<file path="src/rtl/pipe_ctrl_pkg.sv">
// Shared types and constants for the pipeline stall/flush sequencer.
package pipe_ctrl_pkg;

   // Controller operating states
   typedef enum logic [1:0] {
      RUN     = 2'd0,
      MD_BUSY = 2'd1,
      HALTED  = 2'd2
   } state_t;

   // Bit positions inside the enable/flush/bubble control bundle
   localparam int CTL_PC_WRITE      = 0;
   localparam int CTL_IF_ID_WRITE   = 1;
   localparam int CTL_IF_ID_FLUSH   = 2;
   localparam int CTL_ID_EX_WRITE   = 3;
   localparam int CTL_ID_EX_BUBBLE  = 4;
   localparam int CTL_EX_MEM_WRITE  = 5;
   localparam int CTL_EX_MEM_BUBBLE = 6;
   localparam int CTL_MD_DONE       = 7;
   localparam int CTL_HALTED        = 8;
   localparam int CTL_W             = 9;

   // Free-running pipeline: every register loads, nothing is squashed
   localparam logic [CTL_W-1:0] CTL_RUN_DEFAULT =
      (CTL_W'(1) << CTL_PC_WRITE)    |
      (CTL_W'(1) << CTL_IF_ID_WRITE) |
      (CTL_W'(1) << CTL_ID_EX_WRITE) |
      (CTL_W'(1) << CTL_EX_MEM_WRITE);

   // MUL/DIV occupies EX: front end and ID/EX hold, EX/MEM receives bubbles
   localparam logic [CTL_W-1:0] CTL_MD_FREEZE =
      (CTL_W'(1) << CTL_EX_MEM_WRITE) |
      (CTL_W'(1) << CTL_EX_MEM_BUBBLE);

   // Legal MUL/DIV latency range and the counter width that covers it
   localparam int MD_LAT_MIN = 2;
   localparam int MD_LAT_MAX = 255;
   localparam int MD_CNT_W   = 8;

endpackage

</file>
<file path="src/rtl/sat_counter.sv">
// Saturating up-counter with synchronous clear; clear beats increment.
module sat_counter #(
   parameter int CNT_W = 32
) (
   input  logic             clk,
   input  logic             rst_n,
   input  logic             inc,
   input  logic             clr,
   output logic [CNT_W-1:0] cnt
);

   // Count events, sticking at all-ones instead of wrapping
   always_ff @(posedge clk or negedge rst_n) begin
      if (!rst_n) begin
         cnt <= '0;
      end else if (clr) begin
         cnt <= '0;
      end else if (inc && (cnt != '1)) begin
         cnt <= cnt + CNT_W'(1);
      end
   end

endmodule

</file>
<file path="src/rtl/pipeline_stall_ctrl.sv">
// Central stall/flush sequencer for the five-stage pipeline: merges load-use,
// branch, data-memory wait, MUL/DIV occupancy and halt into register controls.
module pipeline_stall_ctrl
   import pipe_ctrl_pkg::*;
#(
   parameter int MD_LATENCY = 4,
   parameter int CNT_W      = 32
) (
   input  logic             clk,
   input  logic             rst_n,
   input  logic             load_use,
   input  logic             branch_taken,
   input  logic             md_start,
   input  logic             dmem_stall,
   input  logic             halt_req,
   input  logic             resume,
   input  logic             cnt_clr,
   output logic             pc_write,
   output logic             if_id_write,
   output logic             if_id_flush,
   output logic             id_ex_write,
   output logic             id_ex_bubble,
   output logic             ex_mem_write,
   output logic             ex_mem_bubble,
   output logic             md_done,
   output logic             halted,
   output logic [CNT_W-1:0] stall_cnt,
   output logic [CNT_W-1:0] flush_cnt
);

   if (MD_LATENCY < MD_LAT_MIN || MD_LATENCY > MD_LAT_MAX) begin : g_bad_latency
      $error("pipeline_stall_ctrl: MD_LATENCY outside 2..255");
   end

   // Entry cycle plus the reload value plus the result cycle equals MD_LATENCY
   localparam logic [MD_CNT_W-1:0] MD_RELOAD = MD_CNT_W'(MD_LATENCY - 2);

   state_t              state;
   state_t              state_nxt;
   logic [MD_CNT_W-1:0] md_cnt;
   logic [MD_CNT_W-1:0] md_cnt_nxt;
   logic [CTL_W-1:0]    ctl;
   logic                md_active;

   // MUL/DIV still has cycles to go before its result cycle
   assign md_active = (state == MD_BUSY) && (md_cnt != '0);

   // State and MUL/DIV countdown registers
   always_ff @(posedge clk or negedge rst_n) begin
      if (!rst_n) begin
         state  <= RUN;
         md_cnt <= '0;
      end else begin
         state  <= state_nxt;
         md_cnt <= md_cnt_nxt;
      end
   end

   // Next-state selection; a memory wait freezes everything outside HALTED
   always_comb begin
      state_nxt  = state;
      md_cnt_nxt = md_cnt;
      if (state == HALTED) begin
         if (resume) begin
            state_nxt = RUN;
         end
      end else if (!dmem_stall) begin
         if (md_active) begin
            md_cnt_nxt = md_cnt - MD_CNT_W'(1);
         end else if (halt_req) begin
            state_nxt = HALTED;
         end else if ((state == RUN) && md_start) begin
            state_nxt  = MD_BUSY;
            md_cnt_nxt = MD_RELOAD;
         end else begin
            state_nxt = RUN;
         end
      end
   end

   // Control bundle; the MUL/DIV result cycle behaves like RUN minus md_start
   always_comb begin
      ctl = CTL_RUN_DEFAULT;
      if (state == HALTED) begin
         ctl             = '0;
         ctl[CTL_HALTED] = 1'b1;
      end else if (dmem_stall) begin
         ctl = '0;
      end else if (md_active) begin
         ctl = CTL_MD_FREEZE;
      end else begin
         ctl[CTL_MD_DONE] = (state == MD_BUSY);
         if (halt_req) begin
            ctl[CTL_PC_WRITE]     = 1'b0;
            ctl[CTL_IF_ID_WRITE]  = 1'b0;
            ctl[CTL_ID_EX_BUBBLE] = 1'b1;
         end else if ((state == RUN) && md_start) begin
            ctl[CTL_PC_WRITE]      = 1'b0;
            ctl[CTL_IF_ID_WRITE]   = 1'b0;
            ctl[CTL_ID_EX_WRITE]   = 1'b0;
            ctl[CTL_EX_MEM_BUBBLE] = 1'b1;
         end else if (branch_taken) begin
            // Any load-use flag now belongs to a wrong-path instruction
            ctl[CTL_IF_ID_FLUSH]  = 1'b1;
            ctl[CTL_ID_EX_BUBBLE] = 1'b1;
         end else if (load_use) begin
            ctl[CTL_PC_WRITE]     = 1'b0;
            ctl[CTL_IF_ID_WRITE]  = 1'b0;
            ctl[CTL_ID_EX_BUBBLE] = 1'b1;
         end
      end
   end

   assign pc_write      = ctl[CTL_PC_WRITE];
   assign if_id_write   = ctl[CTL_IF_ID_WRITE];
   assign if_id_flush   = ctl[CTL_IF_ID_FLUSH];
   assign id_ex_write   = ctl[CTL_ID_EX_WRITE];
   assign id_ex_bubble  = ctl[CTL_ID_EX_BUBBLE];
   assign ex_mem_write  = ctl[CTL_EX_MEM_WRITE];
   assign ex_mem_bubble = ctl[CTL_EX_MEM_BUBBLE];
   assign md_done       = ctl[CTL_MD_DONE];
   assign halted        = ctl[CTL_HALTED];

   sat_counter #(.CNT_W(CNT_W)) u_stall_cnt (
      .clk   (clk),
      .rst_n (rst_n),
      .inc   (~ctl[CTL_PC_WRITE]),
      .clr   (cnt_clr),
      .cnt   (stall_cnt)
   );

   sat_counter #(.CNT_W(CNT_W)) u_flush_cnt (
      .clk   (clk),
      .rst_n (rst_n),
      .inc   (ctl[CTL_IF_ID_FLUSH]),
      .clr   (cnt_clr),
      .cnt   (flush_cnt)
   );

`ifndef SYNTHESIS
   // Only one instruction can be in EX, so MUL/DIV and a taken branch cannot coexist
   always @(posedge clk) begin
      if (rst_n) begin
         assert (!(md_start && branch_taken))
            else $error("pipeline_stall_ctrl: md_start and branch_taken together");
      end
   end
`endif

endmodule

</file>
<file path="config.mk">
export PLATFORM = sky130hd
export DESIGN_NAME = pipeline_stall_ctrl
export DESIGN_NICKNAME = d
export VERILOG_FILES = /design/src/rtl/pipe_ctrl_pkg.sv /design/src/rtl/sat_counter.sv /design/src/rtl/pipeline_stall_ctrl.sv
export SDC_FILE = /design/constraint.sdc
export NUM_CORES = 1
export LEC_CHECK = 0
export CORE_ASPECT_RATIO = 1.5
export CORE_MARGIN = 5
export CORE_UTILIZATION = 41
export DETAILED_ROUTE_END_ITERATION = 10
export HOLD_SLACK_MARGIN = 0.03
export PLACE_DENSITY_LB_ADDON = 0.12
export SYNTH_ARGS = -nofsm -noshare
export SYNTH_HDL_FRONTEND = slang
export SYNTH_HIERARCHICAL = 1
export SYNTH_SLANG_ARGS = --single-unit
</file>
<file path="constraint.sdc">
create_clock -name clk -period 4.4 [get_ports clk]
set_clock_uncertainty 0.05 [all_clocks]
set_input_delay 0.66 -clock clk [delete_from_list [all_inputs] [get_ports clk]]
set_output_delay 0.66 -clock clk [all_outputs]
set_load 0.01 [all_outputs]
</file>
# Yosys cells after proc, flatten, opt, wreduce, memory -nomap -nowiden

Index checks and enable logic that the tools add are counted.

Reductions and logical operators: 11
Magnitude comparators: 0
$add $sub $neg: 3
Multiply operators: 0
Eq/ne operators: 8
Divide/modulo/power cells: 0
Shifts and indexed selects: 0
Bitwise logic cells: 3
Multiplexer cells: 31

Operators by type and width:

| cell                                                                     | count |
|---|---|
| 32-bit two-way mux                                                       | 4 |
| 32-bit by 1-bit adder with 32-bit output (second input constant)         | 2 |
| 32-bit inequality test (second input constant)                           | 2 |
| 8-bit two-way mux                                                        | 4 |
| 2-bit two-way mux                                                        | 11 |
| 1-bit two-way mux                                                        | 10 |
| 9-bit two-way mux                                                        | 1 |
| 8-bit nonzero test                                                       | 1 |
| 8-bit by 1-bit subtractor with 8-bit output (second input constant)      | 1 |
| 2-bit by 1-bit inequality test with 1-bit output (second input constant) | 3 |
| 2-bit nonzero test                                                       | 3 |
| 5-bit two-way mux                                                        | 1 |
| 1-bit logical AND                                                        | 4 |
| 4-bit AND reduction                                                      | 1 |
| 1-bit NOT                                                                | 3 |
| 3-bit AND reduction                                                      | 1 |
| 2-bit by 1-bit equality test with 1-bit output (second input constant)   | 1 |
| 2-bit equality test (second input constant)                              | 1 |
| 2-bit logical NOT                                                        | 1 |
| 2-bit inequality test (second input constant)                            | 1 |

RAM bits: 0
Flip-flop bits (word level): 74
Memory bits (read-only): 0
Input bits: 9
Memories: 0
Bits in latches: 0
Output and inout port bits: 73
Word-level logic and storage cells: 60

# Longest topological paths before layout

Gate-level depths: netlist (run 1).

Depth after elaboration: 11
Depth in mapped cells: 13
Depth with buffers taken out: 11

# Cells and area by module

The synthesis (run 1) kept the hierarchy.

By module, submodules not included:

| module              | sequential area each (sq um) | area an instance (sq um) | cells each | times used |
|---|---|---|---|---|
| sat_counter         | 800.8                        | 1,854.3                  | 198        | 2 |
| pipeline_stall_ctrl | 250.2                        | 714.4                    | 76         | 1 |

# Worst setup path before layout (run 1)

Ideal clock, no wire load.

Kind: flip-flop to flip-flop
Start point: register md_cnt[0]
End point: register u_flush_cnt.cnt[31]
Buffers on the path: 1
Cell stages (with the launch flop): 13
Arrival: 3.413 ns
Library setup time: 0.125 ns
Clock period less this slack: 3.588 ns
Required time: 4.225 ns
Setup slack: 0.812 ns
Cell sequence: dfrtp_1 inv_1 ha_1 or3b_2 o21ai_4 o21ai_2 nor4b_1 and3_1 nand4_1 a21o_1 buf_2 nor4_1 mux2_2

Cells in the longest elaborated chain, start to end: 7

Ends and longest elaborated chain:

| element                      | line                      | RTL |
|---|---|---|
| start, declared              | pipeline_stall_ctrl.sv:40 | `logic [MD_CNT_W-1:0] md_cnt;` |
| start signal, assigned       | pipeline_stall_ctrl.sv:55 | `md_cnt <= md_cnt_nxt;` |
| 8-bit nonzero test           | pipeline_stall_ctrl.sv:46 | `assign md_active = (state == MD_BUSY) && (md_cnt != '0);` |
| 1-bit logical AND            | pipeline_stall_ctrl.sv:46 |  |
| 5-bit two-way mux            | pipeline_stall_ctrl.sv:89 | `end else if (md_active) begin` |
| 8-bit two-way mux            | pipeline_stall_ctrl.sv:87 | `end else if (dmem_stall) begin` |
| 9-bit two-way mux            | pipeline_stall_ctrl.sv:84 | `if (state == HALTED) begin` |
| net if_id_flush              | pipeline_stall_ctrl.sv:20 | `output logic if_id_flush,` |
| 1-bit logical AND            | sat_counter.sv:18         | `end else if (inc && (cnt != '1)) begin` |
| 2-bit nonzero test (no line) | -                         |  |
| end signal, assigned         | sat_counter.sv:19         | `cnt <= cnt + CNT_W'(1);` |
| end, declared                | sat_counter.sv:9          | `output logic [CNT_W-1:0] cnt` |

The timed path passes the listed nets, and every way through them passes these cells.
A chain may end at the register's enable or synchronous reset.

# Final worst setup path (run 1)

Start point: register md_cnt[1]
End point: output port if_id_flush

Cells in the longest elaborated chain, start to end: 5

Ends and longest elaborated chain:

| element            | line |
|---|---|
| 8-bit nonzero test | pipeline_stall_ctrl.sv:46 |
| 1-bit logical AND  | pipeline_stall_ctrl.sv:46 |
| 5-bit two-way mux  | pipeline_stall_ctrl.sv:89 |
| 8-bit two-way mux  | pipeline_stall_ctrl.sv:87 |
| 9-bit two-way mux  | pipeline_stall_ctrl.sv:84 |
| end, declared      | pipeline_stall_ctrl.sv:20 |

No other way between the ends.

==> flow_metrics.py, run 1 <==
metrics = {
    "synthesis": {
        "synth_top_cell_by_area": "dfrtp_1",
        "synth_top_family_by_area": "simple AND/OR/NAND/NOR gates",
        "synthDistinctLibCells": 60,
        "avgSynthCellArea_um2": 9.37,
        "yosys-mux-area-fraction_pct": 3.68,
        "synth_area_um2": 4420,
        "synth_edf_count": 0,
        "yosysTopAreaCellShare_pct": 41.9,
        "synthTopCellsByCount": "dfrtp_1, nor2_1, a21oi_1, nand2_1, nand3_1",
        "synth_fa_ha_area_share_pct": 1.13,
        "seq_area_frac_synth_pct": 41.9,
        "yosys_most_used_dff": "dfrtp_1",
        "syn_inst": 472,
        "syn-num-nets": 485,
        "synth_compound_area_share_pct": 13.8,
        "async_flop_share_pct": 100,
        "yosys.area_share.simple_pct": 30.7,
        "synth_area_leaders": "dfrtp_1, nor2_1, xnor2_1",
        "ys_ff_latch": 74,
        "yosysMostFrequentCell": "dfrtp_1",
        "ys.warnings.count": 6,
        "synth-xor-area-share_pct": 5.35,
    },
    "place": {
        "detailed_place_hpwl_um": 8400,
        "placed_area_um2": 5350,
        "dp.cells": 684,
        "gp_congestion": 0.818,
        "io_buffers": 81,
    },
    "power": {
        "sw_frac_of_total_pct": 23.8,
        "p_comb_share_pct": 8.4,
        "intPower_mw": 1.22,
        "power_frac_seq_pct": 46.4,
        "p_sw_mw": 0.380,
        "leakage_nw": 2.20,
        "powerDensity_nw_per_um2": 283,
        "pwr-share-clk_pct": 45.1,
        "ir_worst_vdd_mv": 0.261,
    },
    "die": {
        "fp.dieH_um": 137,
        "ios": 82,
        "rows": 46,
        "die-area_um2": 13000,
        "die_x_um": 94.8,
        "core_um2": 10600,
        "initial_utilization_pct": 41.8,
    },
    "clocking": {
        "cts_setup_buffers": 0,
        "clock_sinks": 74,
        "cts_tree": "done",
        "worst_skew_pair.late_latency_ps": 330,
        "ctsHtreeMaxLevel": 3,
        "cts_hold_buffers": 0,
        "ctsResizeCount": 0,
        "clkTransAtPathRegs_ps": 60,
        "clockBufferDepth": 2,
        "cts_root_buf": "clkbuf_16",
        "cts_buffers": 9,
    },
    "global_routing": {
        "grt_pass1_wl_um": 18800,
        "grt_util_all_layers_pct": 18.6,
        "grt_pass1_vias": 3792,
        "antenna_found_initial": 0,
        "grt_max_degree": 75,
        "grt-ovfl-total": 0,
    },
    "route": {
        "ant_nets": 0,
        "wirelength_um": 11600,
        "vias_per_cell": 5.55,
        "vias": 3878,
        "dr.pass1.iters": 4,
        "drc": 0,
        "drtIter0Drc": 144,
        "wl_per_cell_um": 16.5,
    },
    "timing": {
        "maxSlewHeadroom_pct": 36.1,
        "fin_crit_ps": 3560,
        "final_max_slew_viol_count": 0,
        "worstMarginPinSlew_ps": 958,
        "min_period_over_period_pct": 80.8,
        "rsz0062_at_grt": "false",
        "setup_viol": 0,
        "hold_viol": 0,
        "tns_ps": 0,
        "fmax_mhz": 281,
    },
    "final_layout": {
        "utilization_pct": 53.2,
        "antenna_cells": 0,
        "fin_area_um2": 5630,
        "nets": 564,
        "fillerInstances": 1044,
        "final_cells": 699,
        "areaGrowthSynthToFinish_pct": 27.3,
        "drive_gt1_share_pct": 10.6,
    },
    "job": {
        "maxCapViolations": 0,
    },
    "worst_setup_path": {
        "crit_path_start_kind": "flip-flop",
        "crit-reg2reg-capture": "u_flush_cnt/cnt[31]",
        "r2r_start": "md_cnt[1]",
        "worst-setup-path-type": "flip-flop to primary output",
        "worstSetupEndpointType": "primary output",
        "critPathArrivalTime_ps": 2850,
        "critPathRequiredTime_ps": 3690,
        "startpoint": "md_cnt[1]",
        "path_max_fanout": 5,
        "rrSetupSlack_ps": 850,
        "r2r_cells": 12,
    },
    "outcome": {
        "run_status": "complete, no violations",
    },
    "min_path": {
        "hold_path.class": "input port to asynchronous set/reset pin",
    },
}
==> how the worst max path moves through the flow <==
| stage | end | depth (start not counted) | slack (ps) |
|---|---|---|---|
| finish | if_id_flush | 8 | 840 |
| global placement | u_flush_cnt/cnt[31] | 10 | 910 |
| detailed placement | u_flush_cnt/cnt[31] | 10 | 830 |
| floorplan | u_flush_cnt/cnt[31] | 12 | 810 |
| CTS | if_id_flush | 8 | 820 |
| global route | u_flush_cnt/cnt[31] | 12 | 540 |
==> cells by family (layout without fill, tap and decap cells) <==
| family | Yosys count | in the layout |
|---|---|---|
| AOI/OAI and AO/OA | 83 | 83 |
| adders and majority gates | 4 | 4 |
| and+or+nand+nor | 236 | 236 |
| DFF | 74 | 74 |
| xor gates and xnor gates | 27 | 27 |
| buffers and inverters | 34 | 117 |
| muxes | 14 | 14 |
==> flip-flops by register name (all words and copies together), names as in the netlist <==
register         flops
md_cnt               8
state                2
u_flush_cnt/cnt     32
u_stall_cnt/cnt     32
==> power by group through the flow <==
stage	Combinational (mW)	Clock [mW]	Sequential, mW
after global routing	0.152	0.768	0.746
after detailed placement	0.135	0	0.751
after floorplan	0.0875	0	0.744
after CTS	0.137	0.743	0.740
final	0.134	0.721	0.741
after global placement	0.133	0	0.749
==> area by class of cell <==
class                      count  area (µm²)  area share [%]
multi-input combinational    364        2420            43.0
clock inverter                 3        40.0           0.711
tap                          144         180            3.20
timing repair buffer          84         826            14.7
inverter                      18        67.6            1.20
clock buffer                  12         246            4.38
sequential                    74        1850            32.9
==> through the flow <==
step	power [mW]	hold WS (ps)	setup WS, ps
finish	1.60	417	843
floorplan	0.832	314	812
detailed placement	0.886	494	834
global route	1.67	507	540
CTS	1.62	471	815
global placement	0.881	483	905
==> per-layer routing <==
metal,vias to the layer above,track usage [%],share of wire [%]
met5,-,0,0
met1,1900,21.8,41
met3,12,3.06,3.5
met4,0,7.95,2.1
met2,82,33.1,54
li1,1884,-,-
==> cell usage in the layout (no fill, tap or decap), drive strengths merged, types with 11 or more instances in the layout <==
master	count
nor2	62
nand3	27
nor2b	15
o21ai	11
nand2	25
xnor2	20
nor3	11
nor4	16
mux2	12
dfrtp	74
a21oi	26
clkbuf	12
and3	19
nand4	14
inv	18
clkdlybuf4s50	79
==> worst max-delay path, stage by stage (launching register included) <==
cell and delay [ps]:
dfrtp_1 400, inv_1 120, ha_1 140, or3b_2 500, o21ai_4 190, o21ai_2 110, nor4b_1 280, buf_4 190
clkdlybuf4s50_1 580
Power figures use the tool's default switching activity.
==> run 2: changes to the inputs <==
clock period = 3.55 ns   (was 4.4 ns; I/O delays follow)
==> run 2 against run 1 <==
Net effect:
- power increased by 39%
- wire length decreased by 0.28%
- first-iteration DRC count is 28% higher
- combinational power is 29% higher
- utilization rose by 1.5 points
- critical endpoint is now if_id_write
==> flow_metrics.py, run 2 (synthesis gave the netlist of run 1 again) <==
metrics = {
    "die": {
        "die-area_um2": 13000,
        "ios": 82,
        "core_um2": 10600,
        "initial_utilization_pct": 41.8,
        "rows": 46,
        "fp.dieH_um": 137,
        "die_x_um": 94.8,
    },
    "outcome": {
        "run_status": "complete, no violations",
    },
    "worst_setup_path": {
        "startpoint": "md_cnt[0]",
        "r2r_start": "md_cnt[0]",
        "worstSetupEndpointType": "primary output",
        "cpLargestDelayFamily": "simple AND/OR/NAND/NOR gates",
        "crit_cells": 7,
        "cp-endpoint": "if_id_write",
        "critPathArrivalTime_ps": 2820,
        "worst-setup-path-type": "flip-flop to primary output",
        "crit-reg2reg-capture": "u_stall_cnt/cnt[31]",
        "critPathRequiredTime_ps": 2970,
        "rrSetupSlack_ps": 230,
        "max_stage_delay_ps": 630,
        "cpMaxStageDelayCell": "clkdlybuf4s50_1",
        "crit_chain": "inv_1 -> ha_1 -> or3b_2 -> o21ai_4 -> o21ai_2 -> nor4_1 -> clkdlybuf4s50_1",
        "critPathBufInv": 2,
        "r2r_cells": 12,
        "crit_path_start_kind": "flip-flop",
        "path_max_fanout": 5,
    },
    "global_routing": {
        "use_met1_pct": 21.9,
        "grt_busiest_layer": "met2",
        "grt_max_degree": 39,
        "grt-ovfl-total": 0,
        "antenna_found_initial": 0,
        "grt_pass1_vias": 4002,
        "grt_util_all_layers_pct": 18.6,
        "use_met2_pct": 32.3,
        "grt_pass1_wl_um": 19300,
        "grt_use_met3_pct": 4.37,
    },
    "timing": {
        "setup_viol": 0,
        "final_max_slew_viol_count": 0,
        "fin_crit_ps": 3400,
        "maxSlewHeadroom_pct": 42.0,
        "rsz0062_at_grt": "false",
        "worstMarginPinSlew_ps": 870,
        "tns_ps": 0,
        "hold_viol": 0,
        "fmax_mhz": 294,
        "min_period_over_period_pct": 95.9,
    },
    "clocking": {
        "clock_sinks": 74,
        "worst_skew_pair.late_latency_ps": 330,
        "cts_hold_buffers": 0,
        "clkTransAtPathRegs_ps": 60,
        "cts_buffers": 9,
        "cts_root_buf": "clkbuf_16",
        "clockBufferDepth": 2,
        "cts_tree": "done",
        "ctsHtreeMaxLevel": 3,
    },
    "final_layout": {
        "layout_commonest_cell": "clkdlybuf4s50_1",
        "layout_common_cells": "clkdlybuf4s50_1, dfrtp_1, nor2_1",
        "fin_area_um2": 5790,
        "drive_gt1_share_pct": 12.5,
        "nets": 570,
        "reg_top3": "u_flush_cnt/cnt: 32 flops, u_stall_cnt/cnt: 32 flops, md_cnt: 8 flops",
        "antenna_cells": 0,
        "utilization_pct": 54.7,
        "areaGrowthSynthToFinish_pct": 30.9,
    },
    "power": {
        "powerDensity_nw_per_um2": 382,
        "p_sw_mw": 0.483,
        "ir_worst_vdd_mv": 0.254,
        "p_comb_share_pct": 7.8,
        "power_mw": 2.21,
        "leakage_nw": 2.28,
        "sw_frac_of_total_pct": 21.8,
        "power_frac_seq_pct": 41.4,
        "intPower_mw": 1.73,
        "pwr-share-clk_pct": 50.8,
    },
    "route": {
        "ant_nets": 0,
        "drc": 0,
        "vias_per_cell": 5.61,
        "drtIter0Drc": 184,
        "wl_per_cell_um": 16.3,
        "dr.pass1.iters": 4,
        "wirelength_um": 11500,
        "vias": 3959,
    },
    "place": {
        "placed_area_um2": 5410,
        "gp_congestion": 0.876,
        "io_buffers": 81,
        "detailed_place_hpwl_um": 8340,
    },
    "job": {
        "maxCapViolations": 0,
    },
    "min_path": {
        "hold_path.class": "input port to asynchronous set/reset pin",
    },
}
-- run 2: layout make-up --
type	count	area, µm²
Clock buffer	11	243
Clock inverter	5	125
Fill cell	993	4800
Inverter	18	67.6
Multi-Input combinational cell	364	2440
Sequential cell	74	1850
Tap cell	144	180
Timing Repair Buffer	90	881
-- run 2: worst min-delay path by stage --
stage                                      to  depth (start not counted)
after floorplan                     md_cnt[0]                          0
after global placement              md_cnt[0]                          1
after detailed placement            md_cnt[7]                          1
after CTS                 u_stall_cnt/cnt[18]                          1
after global routing      u_stall_cnt/cnt[19]                          1
final                     u_stall_cnt/cnt[19]                          1
-- run 2: layer usage --
| layer | routed length, µm | part of all wire [%] | up-vias |
|---|---|---|---|
| met1 | 4730 | 41 | 1956 |
| met2 | 6030 | 52 | 92 |
| li1 | - | - | 1892 |
| met3 | 524 | 4.5 | 19 |
| met4 | 245 | 2.1 | 0 |
| met5 | 0 | 0 | - |
-- run 2: worst reg2reg max path, stage by stage (launching register included) --
cell and delay (ps):
dfrtp_1 420, inv_1 100, ha_1 140, or3b_2 510, o21ai_4 190, o21ai_2 130, or4_1 610, and3_1 290
nand4_1 110, a21o_1 80, buf_4 210, nor4_1 90, mux2_2 280
-- run 2: timing repair --
action / CTS / global route
buffers inserted: 0 / 0
setup endpoints to repair: 0 / 6
gates resized for setup: 0 / 3
-- run 2: through the flow --
| stage | std cells | hold WS (ps) | setup slack [ps] |
|---|---|---|---|
| after global routing | 706 | 344 | 34.8 |
| after floorplan | 472 | 187 | 251 |
| after global placement | 690 | 485 | 269 |
| after CTS | 706 | 296 | 78.5 |
| after detailed placement | 690 | 505 | 197 |
| final | 706 | 269 | 145 |
-- run 2: power groups by stage --
stage	Clock (mW)	Combinational, mW	Sequential [mW]
after CTS	1.15	0.175	0.915
after global routing	1.19	0.198	0.922
after detailed placement	0	0.175	0.929
final	1.12	0.173	0.917
after global placement	0	0.170	0.928
after floorplan	0	0.108	0.922
==> run 3: changes to the inputs <==
CORE_MARGIN = default   (was 5)
==> run 3 against run 2 <==
Net effect:
- first-iteration DRC count is 7.1% higher
- register-to-register slack hardly changed
- final area is 1.5% lower
- die area is 14% lower
- critical path depth is 1 higher
- utilization is 0.51 points lower
- setup slack better by 12 ps
- largest power group unchanged
==> flow_metrics.py, run 3 (synthesis gave the netlist of run 1 again) <==
metrics = {
    "worst_setup_path": {
        "critPathArrivalTime_ps": 2810,
        "critPathRequiredTime_ps": 2970,
        "worstSetupEndpointType": "primary output",
        "path_max_fanout": 5,
        "crit_path_start_kind": "flip-flop",
        "worst-setup-path-type": "flip-flop to primary output",
    },
    "final_layout": {
        "final_cells": 702,
        "utilization_pct": 54.2,
        "drive_gt1_share_pct": 12.0,
        "layout_commonest_cell": "clkdlybuf4s50_1",
        "areaGrowthSynthToFinish_pct": 29.0,
        "nets": 566,
        "antenna_cells": 0,
        "reg_top3": "u_flush_cnt/cnt: 32 flops, u_stall_cnt/cnt: 32 flops, md_cnt: 8 flops",
        "layout_common_cells": "clkdlybuf4s50_1, dfrtp_1, nor2_1",
    },
    "timing": {
        "setup_viol": 0,
        "maxSlewHeadroom_pct": 35.4,
        "fin_crit_ps": 3390,
        "rsz0062_at_grt": "false",
        "min_period_over_period_pct": 95.6,
        "hold_viol": 0,
        "worstMarginPinSlew_ps": 968,
        "holdWs_ps": 303,
        "tns_ps": 0,
        "final_max_slew_viol_count": 0,
        "fin_ws_ps": 157,
        "fmax_mhz": 295,
    },
    "place": {
        "io_buffers": 81,
        "dp.cells": 686,
        "dp_slack_ps": 142,
        "detailed_place_hpwl_um": 8130,
        "gp_congestion": 0.794,
    },
    "clocking": {
        "ctsHtreeMaxLevel": 3,
        "cts_tree": "done",
        "clockBufferDepth": 2,
        "cts_root_buf": "clkbuf_16",
        "clkTransAtPathRegs_ps": 60,
        "cts_buffers": 9,
        "clock_sinks": 74,
        "worst_skew_pair.late_latency_ps": 330,
        "cts_setup_buffers": 0,
    },
    "min_path": {
        "hold_path.class": "input port to asynchronous set/reset pin",
    },
    "outcome": {
        "run_status": "complete, no violations",
    },
    "power": {
        "intPower_mw": 1.57,
        "sw_frac_of_total_pct": 24.4,
        "ir_worst_vdd_mv": 0.255,
        "p_comb_share_pct": 8.4,
        "pwr-share-clk_pct": 47.2,
        "power_frac_seq_pct": 44.4,
        "powerDensity_nw_per_um2": 363,
        "p_sw_mw": 0.504,
        "leakage_nw": 2.23,
    },
    "global_routing": {
        "grt_max_degree": 75,
        "grt_pass1_wl_um": 19000,
        "grt_pass1_vias": 3860,
        "antenna_found_initial": 0,
        "grt-ovfl-total": 0,
        "grt_util_all_layers_pct": 21.6,
    },
    "die": {
        "fp.dieH_um": 129,
        "die-area_um2": 11200,
        "initial_utilization_pct": 42.0,
        "rows": 46,
        "die_x_um": 86.8,
        "ios": 82,
        "core_um2": 10500,
    },
    "route": {
        "ant_nets": 0,
        "drc": 0,
        "drtIter0Drc": 197,
        "wirelength_um": 11600,
        "vias": 3954,
        "wl_per_cell_um": 16.5,
        "dr.pass1.iters": 4,
        "vias_per_cell": 5.63,
    },
    "job": {
        "maxCapViolations": 0,
    },
}
[run 3: cell type report]
class	count	area, µm²
fillers	994	4830
multi-input cells	364	2430
flip-flops and latches	74	1850
repair buffers	86	853
clock buffers	9	225
well taps	144	180
clock inverters	7	93.8
inverters	18	67.6
[run 3: what timing repair did]
item	in CTS	in global routing
resized for setup	0	2
endpoints found under the setup margin	0	5
hold buffers	0	0
[run 3: metrics by stage]
stage                     total power [mW]  instance area (µm²)
after floorplan                       1.03                 4430
after global placement                1.10                 5380
after detailed placement              1.11                 5380
after CTS                             2.10                 5700
after global routing                  2.15                 5710
final                                 2.07                 5710
[run 3: worst paths after layout]
path,startpoint,end,slack (ps),cells after the start
min reg2reg,md_cnt[0],md_cnt[0],510,1
min,rst_n,u_stall_cnt/cnt[26],300,1
min in group clk,md_cnt[0],md_cnt[0],510,1
max in group asynchronous,rst_n,u_flush_cnt/cnt[30],2530,1
max,md_cnt[0],if_id_flush,160,8
max reg2reg,md_cnt[0],u_flush_cnt/cnt[31],220,11
[run 3: critical path, stage by stage (launching register included)]
cell and delay (ps):
dfrtp_1 410, inv_1 100, ha_1 130, or3b_2 510
o21ai_4 190, o21ai_2 110, nor4b_2 300, buf_4 200
clkdlybuf4s50_1 530
[run 3: metal layers]
metal  global-route usage, %  part of all wire (%)
met1                    26.0                    41
met2                    38.1                    54
met3                    3.89                   3.9
met4                    8.14                   1.3
met5                       0                     0
[run 3: power groups by stage]
stage	Combinational (mW)	Clock, mW	Sequential (mW)
global route	0.193	1.04	0.922
global placement	0.168	0	0.927
finish	0.174	0.976	0.920
detailed placement	0.176	0	0.933
CTS	0.177	1.01	0.918
floorplan	0.108	0	0.922
